File: config.mk
export PLATFORM = sky130hd
export DESIGN_NAME = spram_arbiter_flat
export DESIGN_NICKNAME = d
export VERILOG_FILES = /design/src/rtl/spram_arb_pkg.sv /design/src/rtl/spram_arbiter_if.sv /design/src/rtl/spram_arbiter_wr_fifo.sv /design/src/rtl/spram_arbiter.sv /design/src/flat_wrapper.sv
export SDC_FILE = /design/constraint.sdc
export NUM_CORES = 1
export LEC_CHECK = 0
export ABC_CLOCK_PERIOD_IN_PS = 3650
export CAP_MARGIN = 20
export CORE_MARGIN = 4
export CORE_UTILIZATION = 39
export CTS_CLUSTER_SIZE = 30
export DETAILED_ROUTE_END_ITERATION = 8
export DONT_BUFFER_PORTS = 1
export GPL_TIMING_DRIVEN = 0
export REMOVE_ABC_BUFFERS = 1
export SYNTH_ARGS = -nofsm -noshare
export SYNTH_HDL_FRONTEND = slang
export SYNTH_SLANG_ARGS = --single-unit
File: constraint.sdc
create_clock -name i_clk_sys -period 3.65 [get_ports i_clk_sys]
set_input_delay 0.1825 -clock i_clk_sys [delete_from_list [all_inputs] [get_ports i_clk_sys]]
set_output_delay 0.1825 -clock i_clk_sys [all_outputs]
set_load 0.02 [all_outputs]
File: src/rtl/spram_arb_pkg.sv
// Shared types and defaults for the image SPRAM arbiter: FSM state encoding,
// frame geometry and write-FIFO pointer sizing.
package spram_arb_pkg;

    localparam int IMG_W          = 50;
    localparam int IMG_H          = 40;
    localparam int NPIX           = IMG_W * IMG_H;
    localparam int FIFO_DEPTH_DEF = 8;

    typedef enum logic [1:0] {
        ST_IDLE  = 2'd0,
        ST_FILL  = 2'd1,
        ST_DONE  = 2'd2,
        ST_CLEAR = 2'd3
    } arb_state_e;

    function automatic int ptr_width(input int depth);
        return (depth > 1) ? $clog2(depth) : 1;
    endfunction

    localparam int FIFO_PTR_W = ptr_width(FIFO_DEPTH_DEF);

endpackage

File: src/rtl/spram_arbiter_if.sv
// Client-side bundle of the SPRAM arbiter: pixel writer, display reader,
// SPRAM macro pins and frame status. slave = arbiter, master = surroundings.
interface spram_arbiter_if #(
    parameter int ADDR_W = 15,
    parameter int DATA_W = 12
);
    logic              i_frame_start;
    logic              i_wr_valid;
    logic [DATA_W-1:0] i_wr_data;
    logic              o_wr_ready;
    logic              i_clear;
    logic              i_rd_req;
    logic [ADDR_W-1:0] i_rd_addr;
    logic [DATA_W-1:0] o_rd_data;
    logic              o_rd_valid;
    logic              o_spram_ce;
    logic              o_spram_wre;
    logic [ADDR_W-1:0] o_spram_ad;
    logic [DATA_W-1:0] o_spram_din;
    logic [DATA_W-1:0] i_spram_dout;
    logic [ADDR_W-1:0] o_wr_cnt;
    logic              o_frame_done;
    logic              o_overflow;
    logic              o_busy;

    modport slave (
        input  i_frame_start, i_wr_valid, i_wr_data, i_clear, i_rd_req, i_rd_addr, i_spram_dout,
        output o_wr_ready, o_rd_data, o_rd_valid, o_spram_ce, o_spram_wre, o_spram_ad,
               o_spram_din, o_wr_cnt, o_frame_done, o_overflow, o_busy
    );

    modport master (
        output i_frame_start, i_wr_valid, i_wr_data, i_clear, i_rd_req, i_rd_addr, i_spram_dout,
        input  o_wr_ready, o_rd_data, o_rd_valid, o_spram_ce, o_spram_wre, o_spram_ad,
               o_spram_din, o_wr_cnt, o_frame_done, o_overflow, o_busy
    );
endinterface

File: src/rtl/spram_arbiter_wr_fifo.sv
// Synchronous first-word-fall-through pixel FIFO with flush; DEPTH must be a
// power of two so the pointers wrap naturally.
module spram_wr_fifo
    import spram_arb_pkg::*;
#(
    parameter  int DEPTH  = 8,
    parameter  int DATA_W = 12,
    localparam int PTR_W  = ptr_width(DEPTH)
) (
    input  logic              clk,
    input  logic              rst,
    input  logic              flush,
    input  logic              push,
    input  logic              pop,
    input  logic [DATA_W-1:0] din,
    output logic [DATA_W-1:0] dout,
    output logic              full,
    output logic              empty,
    output logic [PTR_W:0]    count
);

    logic [DATA_W-1:0] mem_r [DEPTH];
    logic [PTR_W-1:0]  wr_ptr_r;
    logic [PTR_W-1:0]  rd_ptr_r;
    logic [PTR_W:0]    count_r;

    // Pixel storage; contents need no reset because count gates every read.
    always_ff @(posedge clk) begin
        if (push && !flush && !rst) begin
            mem_r[wr_ptr_r] <= din;
        end
    end

    // Pointer and occupancy bookkeeping; callers never push full or pop empty.
    always_ff @(posedge clk) begin
        if (rst || flush) begin
            wr_ptr_r <= {PTR_W{1'b0}};
            rd_ptr_r <= {PTR_W{1'b0}};
            count_r  <= {(PTR_W+1){1'b0}};
        end else begin
            case ({push, pop})
                2'b10: begin
                    wr_ptr_r <= wr_ptr_r + PTR_W'(1);
                    count_r  <= count_r + (PTR_W+1)'(1);
                end
                2'b01: begin
                    rd_ptr_r <= rd_ptr_r + PTR_W'(1);
                    count_r  <= count_r - (PTR_W+1)'(1);
                end
                2'b11: begin
                    wr_ptr_r <= wr_ptr_r + PTR_W'(1);
                    rd_ptr_r <= rd_ptr_r + PTR_W'(1);
                end
                default: begin
                    count_r <= count_r;
                end
            endcase
        end
    end

    assign dout  = mem_r[rd_ptr_r];
    assign full  = (count_r == (PTR_W+1)'(DEPTH));
    assign empty = (count_r == {(PTR_W+1){1'b0}});
    assign count = count_r;

endmodule

File: src/rtl/spram_arbiter.sv
// Image SPRAM owner: display reads win every cycle, buffered pixel writes retire
// in free cycles. Optional clear sequence enabled by defining SPRAM_CLEAR_EN.
module spram_arbiter
    import spram_arb_pkg::*;
#(
    parameter int                W           = 50,
    parameter int                H           = 40,
    parameter int                ADDR_W      = 15,
    parameter int                DATA_W      = 12,
    parameter int                FIFO_DEPTH  = 8,
    parameter logic [DATA_W-1:0] CLEAR_COLOR = 12'h000
) (
    input  logic            i_clk_sys,
    input  logic            i_rst,
    spram_arbiter_if.slave  bus
);

    localparam int                CNT_W     = ptr_width(FIFO_DEPTH) + 1;
    localparam logic [ADDR_W-1:0] LAST_ADDR = ADDR_W'(W * H - 1);
    localparam logic [ADDR_W-1:0] ONE_A     = ADDR_W'(1);

    arb_state_e        state_r;
    logic [ADDR_W-1:0] wr_addr_r;
    logic [ADDR_W-1:0] wr_cnt_r;
    logic              frame_done_r;
    logic              overflow_r;
    logic              rd_valid_r;
    logic [ADDR_W-1:0] ad_hold_r;
    logic [DATA_W-1:0] din_hold_r;

    logic              fifo_full_s;
    logic              fifo_empty_s;
    logic [DATA_W-1:0] fifo_dout_s;
    logic [CNT_W-1:0]  fifo_count_s;

    logic              accept_st_s;
    logic              wr_slot_s;
    logic              last_wr_s;
    logic              push_ok_s;
    logic              ovf_set_s;
    logic              flush_s;
    logic              clear_go_s;
    logic              clr_slot_s;
    logic [ADDR_W-1:0] clr_ad_s;
    logic              spram_ce_s;
    logic              spram_wre_s;
    logic [ADDR_W-1:0] spram_ad_s;
    logic [DATA_W-1:0] spram_din_s;
    logic              unused_s;

`ifdef SPRAM_CLEAR_EN
    logic [ADDR_W-1:0] clr_addr_r;

    assign clear_go_s = bus.i_clear && (state_r != ST_CLEAR) && !bus.i_frame_start;
    assign clr_slot_s = !i_rst && !bus.i_rd_req && (state_r == ST_CLEAR) && !bus.i_frame_start;
    assign clr_ad_s   = clr_addr_r;
    assign unused_s   = ^fifo_count_s;
`else
    assign clear_go_s = 1'b0;
    assign clr_slot_s = 1'b0;
    assign clr_ad_s   = ad_hold_r;
    assign unused_s   = ^{fifo_count_s, bus.i_clear, CLEAR_COLOR};
`endif

    spram_wr_fifo #(
        .DEPTH  (FIFO_DEPTH),
        .DATA_W (DATA_W)
    ) u_wr_fifo (
        .clk   (i_clk_sys),
        .rst   (i_rst),
        .flush (flush_s),
        .push  (push_ok_s),
        .pop   (wr_slot_s),
        .din   (bus.i_wr_data),
        .dout  (fifo_dout_s),
        .full  (fifo_full_s),
        .empty (fifo_empty_s),
        .count (fifo_count_s)
    );

    // Per-cycle port grant: read first, then a FIFO pop, then a clear write.
    always_comb begin
        accept_st_s = (state_r == ST_IDLE) || (state_r == ST_FILL);
        wr_slot_s   = !i_rst && !bus.i_rd_req && (state_r == ST_FILL) && !fifo_empty_s
                      && !bus.i_frame_start && !clear_go_s;
        last_wr_s   = wr_slot_s && (wr_addr_r == LAST_ADDR);
        // A pop in the same cycle frees the slot, so a full FIFO still accepts.
        push_ok_s   = bus.i_wr_valid && accept_st_s && !bus.i_frame_start && !clear_go_s
                      && (!fifo_full_s || wr_slot_s);
        ovf_set_s   = bus.i_wr_valid && accept_st_s && !bus.i_frame_start && !clear_go_s
                      && fifo_full_s && !wr_slot_s;
        flush_s     = bus.i_frame_start || last_wr_s || clear_go_s;

        if (bus.i_rd_req) begin
            spram_ce_s  = 1'b1;
            spram_wre_s = 1'b0;
            spram_ad_s  = bus.i_rd_addr;
            spram_din_s = din_hold_r;
        end else if (wr_slot_s) begin
            spram_ce_s  = 1'b1;
            spram_wre_s = 1'b1;
            spram_ad_s  = wr_addr_r;
            spram_din_s = fifo_dout_s;
        end else if (clr_slot_s) begin
            spram_ce_s  = 1'b1;
            spram_wre_s = 1'b1;
            spram_ad_s  = clr_ad_s;
            spram_din_s = CLEAR_COLOR;
        end else begin
            spram_ce_s  = 1'b0;
            spram_wre_s = 1'b0;
            spram_ad_s  = ad_hold_r;
            spram_din_s = din_hold_r;
        end
    end

    // Frame FSM with write address, counters, sticky flags and read-valid tracking.
    always_ff @(posedge i_clk_sys) begin
        if (i_rst) begin
            state_r      <= ST_IDLE;
            wr_addr_r    <= {ADDR_W{1'b0}};
            wr_cnt_r     <= {ADDR_W{1'b0}};
            frame_done_r <= 1'b0;
            overflow_r   <= 1'b0;
            rd_valid_r   <= 1'b0;
            ad_hold_r    <= {ADDR_W{1'b0}};
            din_hold_r   <= {DATA_W{1'b0}};
`ifdef SPRAM_CLEAR_EN
            clr_addr_r   <= {ADDR_W{1'b0}};
`endif
        end else begin
            rd_valid_r   <= bus.i_rd_req;
            ad_hold_r    <= spram_ad_s;
            din_hold_r   <= spram_din_s;
            frame_done_r <= last_wr_s;
            if (bus.i_frame_start) begin
                state_r    <= ST_FILL;
                wr_addr_r  <= {ADDR_W{1'b0}};
                wr_cnt_r   <= {ADDR_W{1'b0}};
                overflow_r <= 1'b0;
            end else if (clear_go_s) begin
                state_r    <= ST_CLEAR;
`ifdef SPRAM_CLEAR_EN
                clr_addr_r <= {ADDR_W{1'b0}};
`endif
            end else begin
                if (ovf_set_s) begin
                    overflow_r <= 1'b1;
                end
                case (state_r)
                    ST_IDLE: begin
                        if (push_ok_s) begin
                            state_r <= ST_FILL;
                        end
                    end
                    ST_FILL: begin
                        // The last pixel parks the address at W*H-1 instead of wrapping.
                        if (wr_slot_s) begin
                            wr_cnt_r <= wr_cnt_r + ONE_A;
                            if (last_wr_s) begin
                                state_r <= ST_DONE;
                            end else begin
                                wr_addr_r <= wr_addr_r + ONE_A;
                            end
                        end
                    end
                    ST_DONE: begin
                        state_r <= ST_DONE;
                    end
                    ST_CLEAR: begin
`ifdef SPRAM_CLEAR_EN
                        if (clr_slot_s) begin
                            if (clr_addr_r == LAST_ADDR) begin
                                state_r <= ST_IDLE;
                            end else begin
                                clr_addr_r <= clr_addr_r + ONE_A;
                            end
                        end
`else
                        state_r <= ST_IDLE;
`endif
                    end
                    default: begin
                        state_r <= ST_IDLE;
                    end
                endcase
            end
        end
    end

    assign bus.o_wr_ready   = !fifo_full_s;
    assign bus.o_rd_valid   = rd_valid_r;
    assign bus.o_rd_data    = rd_valid_r ? bus.i_spram_dout : {DATA_W{1'b0}};
    assign bus.o_spram_ce   = spram_ce_s;
    assign bus.o_spram_wre  = spram_wre_s;
    assign bus.o_spram_ad   = spram_ad_s;
    assign bus.o_spram_din  = spram_din_s;
    assign bus.o_wr_cnt     = wr_cnt_r;
    assign bus.o_frame_done = frame_done_r;
    assign bus.o_overflow   = overflow_r;
`ifdef SPRAM_CLEAR_EN
    assign bus.o_busy       = (state_r == ST_CLEAR);
`else
    assign bus.o_busy       = 1'b0;
`endif

endmodule

File: src/flat_wrapper.sv
// flat-port wrapper written by rule: the top's interface ports become plain ports
module spram_arbiter_flat import spram_arb_pkg::*;
#(
    parameter int                W           = 50,
    parameter int                H           = 40,
    parameter int                ADDR_W      = 15,
    parameter int                DATA_W      = 12,
    parameter int                FIFO_DEPTH  = 8,
    parameter logic [DATA_W-1:0] CLEAR_COLOR = 12'h000
)
  (i_clk_sys, i_rst, bus_i_frame_start, bus_i_wr_valid, bus_i_wr_data, bus_i_clear, bus_i_rd_req, bus_i_rd_addr, bus_i_spram_dout, bus_o_wr_ready, bus_o_rd_data, bus_o_rd_valid, bus_o_spram_ce, bus_o_spram_wre, bus_o_spram_ad, bus_o_spram_din, bus_o_wr_cnt, bus_o_frame_done, bus_o_overflow, bus_o_busy);
  spram_arbiter_if #(.ADDR_W(ADDR_W), .DATA_W(DATA_W)) bus_i ();
  input  logic i_clk_sys;
  input  logic i_rst;
  input wire logic [$bits(bus_i.i_frame_start)-1:0] bus_i_frame_start;
  input wire logic [$bits(bus_i.i_wr_valid)-1:0] bus_i_wr_valid;
  input wire logic [$bits(bus_i.i_wr_data)-1:0] bus_i_wr_data;
  input wire logic [$bits(bus_i.i_clear)-1:0] bus_i_clear;
  input wire logic [$bits(bus_i.i_rd_req)-1:0] bus_i_rd_req;
  input wire logic [$bits(bus_i.i_rd_addr)-1:0] bus_i_rd_addr;
  input wire logic [$bits(bus_i.i_spram_dout)-1:0] bus_i_spram_dout;
  output wire logic [$bits(bus_i.o_wr_ready)-1:0] bus_o_wr_ready;
  output wire logic [$bits(bus_i.o_rd_data)-1:0] bus_o_rd_data;
  output wire logic [$bits(bus_i.o_rd_valid)-1:0] bus_o_rd_valid;
  output wire logic [$bits(bus_i.o_spram_ce)-1:0] bus_o_spram_ce;
  output wire logic [$bits(bus_i.o_spram_wre)-1:0] bus_o_spram_wre;
  output wire logic [$bits(bus_i.o_spram_ad)-1:0] bus_o_spram_ad;
  output wire logic [$bits(bus_i.o_spram_din)-1:0] bus_o_spram_din;
  output wire logic [$bits(bus_i.o_wr_cnt)-1:0] bus_o_wr_cnt;
  output wire logic [$bits(bus_i.o_frame_done)-1:0] bus_o_frame_done;
  output wire logic [$bits(bus_i.o_overflow)-1:0] bus_o_overflow;
  output wire logic [$bits(bus_i.o_busy)-1:0] bus_o_busy;
  assign bus_i.i_frame_start = bus_i_frame_start;
  assign bus_i.i_wr_valid = bus_i_wr_valid;
  assign bus_i.i_wr_data = bus_i_wr_data;
  assign bus_i.i_clear = bus_i_clear;
  assign bus_i.i_rd_req = bus_i_rd_req;
  assign bus_i.i_rd_addr = bus_i_rd_addr;
  assign bus_i.i_spram_dout = bus_i_spram_dout;
  assign bus_o_wr_ready = bus_i.o_wr_ready;
  assign bus_o_rd_data = bus_i.o_rd_data;
  assign bus_o_rd_valid = bus_i.o_rd_valid;
  assign bus_o_spram_ce = bus_i.o_spram_ce;
  assign bus_o_spram_wre = bus_i.o_spram_wre;
  assign bus_o_spram_ad = bus_i.o_spram_ad;
  assign bus_o_spram_din = bus_i.o_spram_din;
  assign bus_o_wr_cnt = bus_i.o_wr_cnt;
  assign bus_o_frame_done = bus_i.o_frame_done;
  assign bus_o_overflow = bus_i.o_overflow;
  assign bus_o_busy = bus_i.o_busy;
  spram_arbiter #(.W(W), .H(H), .ADDR_W(ADDR_W), .DATA_W(DATA_W), .FIFO_DEPTH(FIFO_DEPTH), .CLEAR_COLOR(CLEAR_COLOR)) u_core (.i_clk_sys(i_clk_sys), .i_rst(i_rst), .bus(bus_i));
endmodule
==> reports/qor.yml <==
routed_wl_microns: 15210
drc_errors: 0
wl_per_cell_microns: 18.92
power_per_cell_area_nw_per_um2: 494.4
cp.required_ps: 3780
drtPass1Iterations: 4
yosysSeqAreaShare_pct: 61.46
rows: 49
period_share_pct: 86.31
drt-initial-drc-count: 271
cts-htree-levels: 4
synth-adder-area-share_pct: 1.684
die_h_microns: 143.2
crit_path_start_kind: "flop"
cts_sinks: 171
die_area_sq_um: 20520
slew_violations: 0
synthCells: 546
die_w_microns: 143.2
vias_per_cell: 5.313
final_util_pct: 45.59
antenna_found_initial: 0
core_area_sq_um: 17960
initial_core_util_pct: 39.71
fin_crit_ps: 3150
cts_tree: "done"
ir_drop_mv: 0.4882
holdWs_ps: 53.83
io_pins: 106
status: "completed"
drv_cap: 0
synth_ff_type: "edfxtp_1"
placement.io_buffers: 0
dp.final_hpwl_microns: 10460
area_growth_pct: 14.80
cts_root_buffer: "clkbuf_16"
grt_setup_unrepaired: "false"
via_count: 4272
fin_skew_ps: 9.685
ant_nets: 0
grt_use_total_pct: 15.20
synth_cell_types: 55
end_kind: "flop"
synth-compound-area-share_pct: 6.823
overflow: 0
synth_xor_xnor_area_share_pct: 3.684
worst_slew_pin_slew_ps: 957.2
max_freq_ghz: 0.3174
power_uw: 4048
synth_edf_count: 96
insertion_delay_ps: 420
final-hold-violation-count: 0
grt_pass1_vias: 4446
arrival_ps: 3280
final_nets: 616
synth-simple-area-share_pct: 13.73
syn_area_sq_um: 7133
syn_area_per_cell_sq_um: 13.06
critical_path.max_fanout: 8
async_flop_share_pct: 0
cts_made_buffers: 17
drive_above_1_share_pct: 13.74
power_leakage_uw: 0.002818
ys.warnings.count: 0
synthMuxAreaShare_pct: 9.823
slew_headroom_pct: 35.52
diodes: 0
clk_path_buf_depth: 2
grt_pass1_wl_microns: 23780
setup_viol: 0
clkTransAtPathRegs_ps: 70
path_class: "flop to flop"
grt_max_degree: 31
place.gp.congestion: 0.8439
synth_top_family_by_area: "simple AND/OR/NAND/NOR gates"
ys_ff_latch: 171
hold_class: "input port to flop"
## through the flow
step | cell area, sq um | instances | TNS, ps | setup WS (ps)
final | 8189 | 804 | 0 | 499.7
after global routing | 8189 | 804 | 0 | 232.0
after CTS | 8175 | 804 | 0 | 65.31
after detailed placement | 7416 | 757 | 0 | 101.3
after global placement | 7262 | 746 | -7662 | -326.8
after floorplan | 6975 | 517 | 0 | 736.5
## layout by cell type (no fill, tap or decap), types with 9 or more instances in the layout
cell type      count
nor2b_1           30
a21o_1            16
nor2_1            48
a22o_1            14
and2_1            13
dfxtp_1           74
mux4_2            24
clkbuf_16         17
nand3_1           15
xor2_1            23
o21ai_0           16
mux2i_1           16
nand2_1           41
inv_1              9
edfxtp_1          96
dlygate4sd3_1     14
## sequential cells by signal, summed over array words and instances, names as in the netlist, named ones only
name and cells:
u_core.u_wr_fifo.count 4, u_core.bus.o_overflow 1, u_core.wr_addr_r 15, u_core.u_wr_fifo.wr_ptr_r 3
u_core.u_wr_fifo.rd_ptr_r 3, u_core.ad_hold_r 15, u_core.din_hold_r 12, u_core.bus.o_frame_done 1
u_core.bus.o_wr_cnt 15, u_core.u_wr_fifo.mem_r 96, u_core.state_r 2, u_core.bus.o_rd_valid 1
## path summary, 6_finish.rpt
check                                             to                        startpoint  cells after the start  slack (ps)
max reg2reg  u_core.u_wr_fifo.mem_r[5][10]$_DFFE_PP_    u_core.state_r[1]$_SDFFE_PP0P_                      7         500
min reg2reg         u_core.wr_addr_r[9]$_SDFFE_PP0P_  u_core.wr_addr_r[9]$_SDFFE_PP0P_                      1         490
min                  u_core.din_hold_r[4]$_SDFF_PP0_                             i_rst                      2          50
max          u_core.u_wr_fifo.mem_r[5][10]$_DFFE_PP_    u_core.state_r[1]$_SDFFE_PP0P_                      7         500
## what timing repair did
action | in CTS | in global routing
hold buffers | 15 | 0
hold endpoints to repair | 126 | 0
endpoints found under the setup margin | 0 | 14
setup buffers | 0 | 0
gates resized for setup | 0 | 4
## synth_stat cells, types with 9 or more instances
library cell | count | area [sq um]
mux2i_1 | 16 | 160.2
nand3_1 | 15 | 75.07
inv_1 | 9 | 33.78
dfxtp_1 | 75 | 1501
a22o_1 | 14 | 122.6
xor2_1 | 23 | 201.4
nand2_1 | 41 | 153.9
o21ai_0 | 16 | 80.08
edfxtp_1 | 96 | 2883
clkbuf_1 | 13 | 48.80
mux4_2 | 24 | 540.5
nor2b_1 | 30 | 187.7
a21o_1 | 16 | 120.1
nor2_1 | 48 | 180.2
and2_1 | 13 | 81.33
## routing by layer
| metal | track usage, % | up-vias | part of all wire [%] |
|---|---|---|---|
| li1 | - | 2024 | - |
| met1 | 18.08 | 2118 | 41 |
| met2 | 26.36 | 114 | 51 |
| met3 | 4.722 | 16 | 7.0 |
| met4 | 4.856 | 0 | 1.2 |
| met5 | 0 | - | 0 |
## layout make-up
class	instances	area (sq um)
Clock inverter	12	162.7
Clock buffer	20	436.7
Multi-Input combinational cell	336	2575
Tap cell	229	286.5
Sequential cell	171	4385
Fill cell	1628	9774
Timing Repair Buffer	26	302.8
Inverter	10	40.04
## cells by family after synthesis
group	after synthesis
AND/OR/NAND/NOR	187
AO/OA/AOI/OAI	69
buffers and inverters	39
XOR/XNOR	30
multiplexers	40
flip-flops	171
other	1
adder cells (fa/ha/maj)	9
## critical path, stage by stage (launching register included)
cell	delay, ps
dfxtp_1	300
inv_1	90
ha_1	280
or3b_1	430
a211oi_2	520
nand3_1	270
nor2_1	720
buf_6	240
## power by group
group | total [uW] | internal (uW) | leakage [uW] | switching (uW)
combinational | 159 | 58.5 | 0.00105 | 101
sequential | 2060 | 2050 | 0.00147 | 8.95
clock | 1830 | 1090 | 0.000292 | 744
total | 4050 | 3190 | 0.00282 | 854
(Power assumes the default switching activity.)
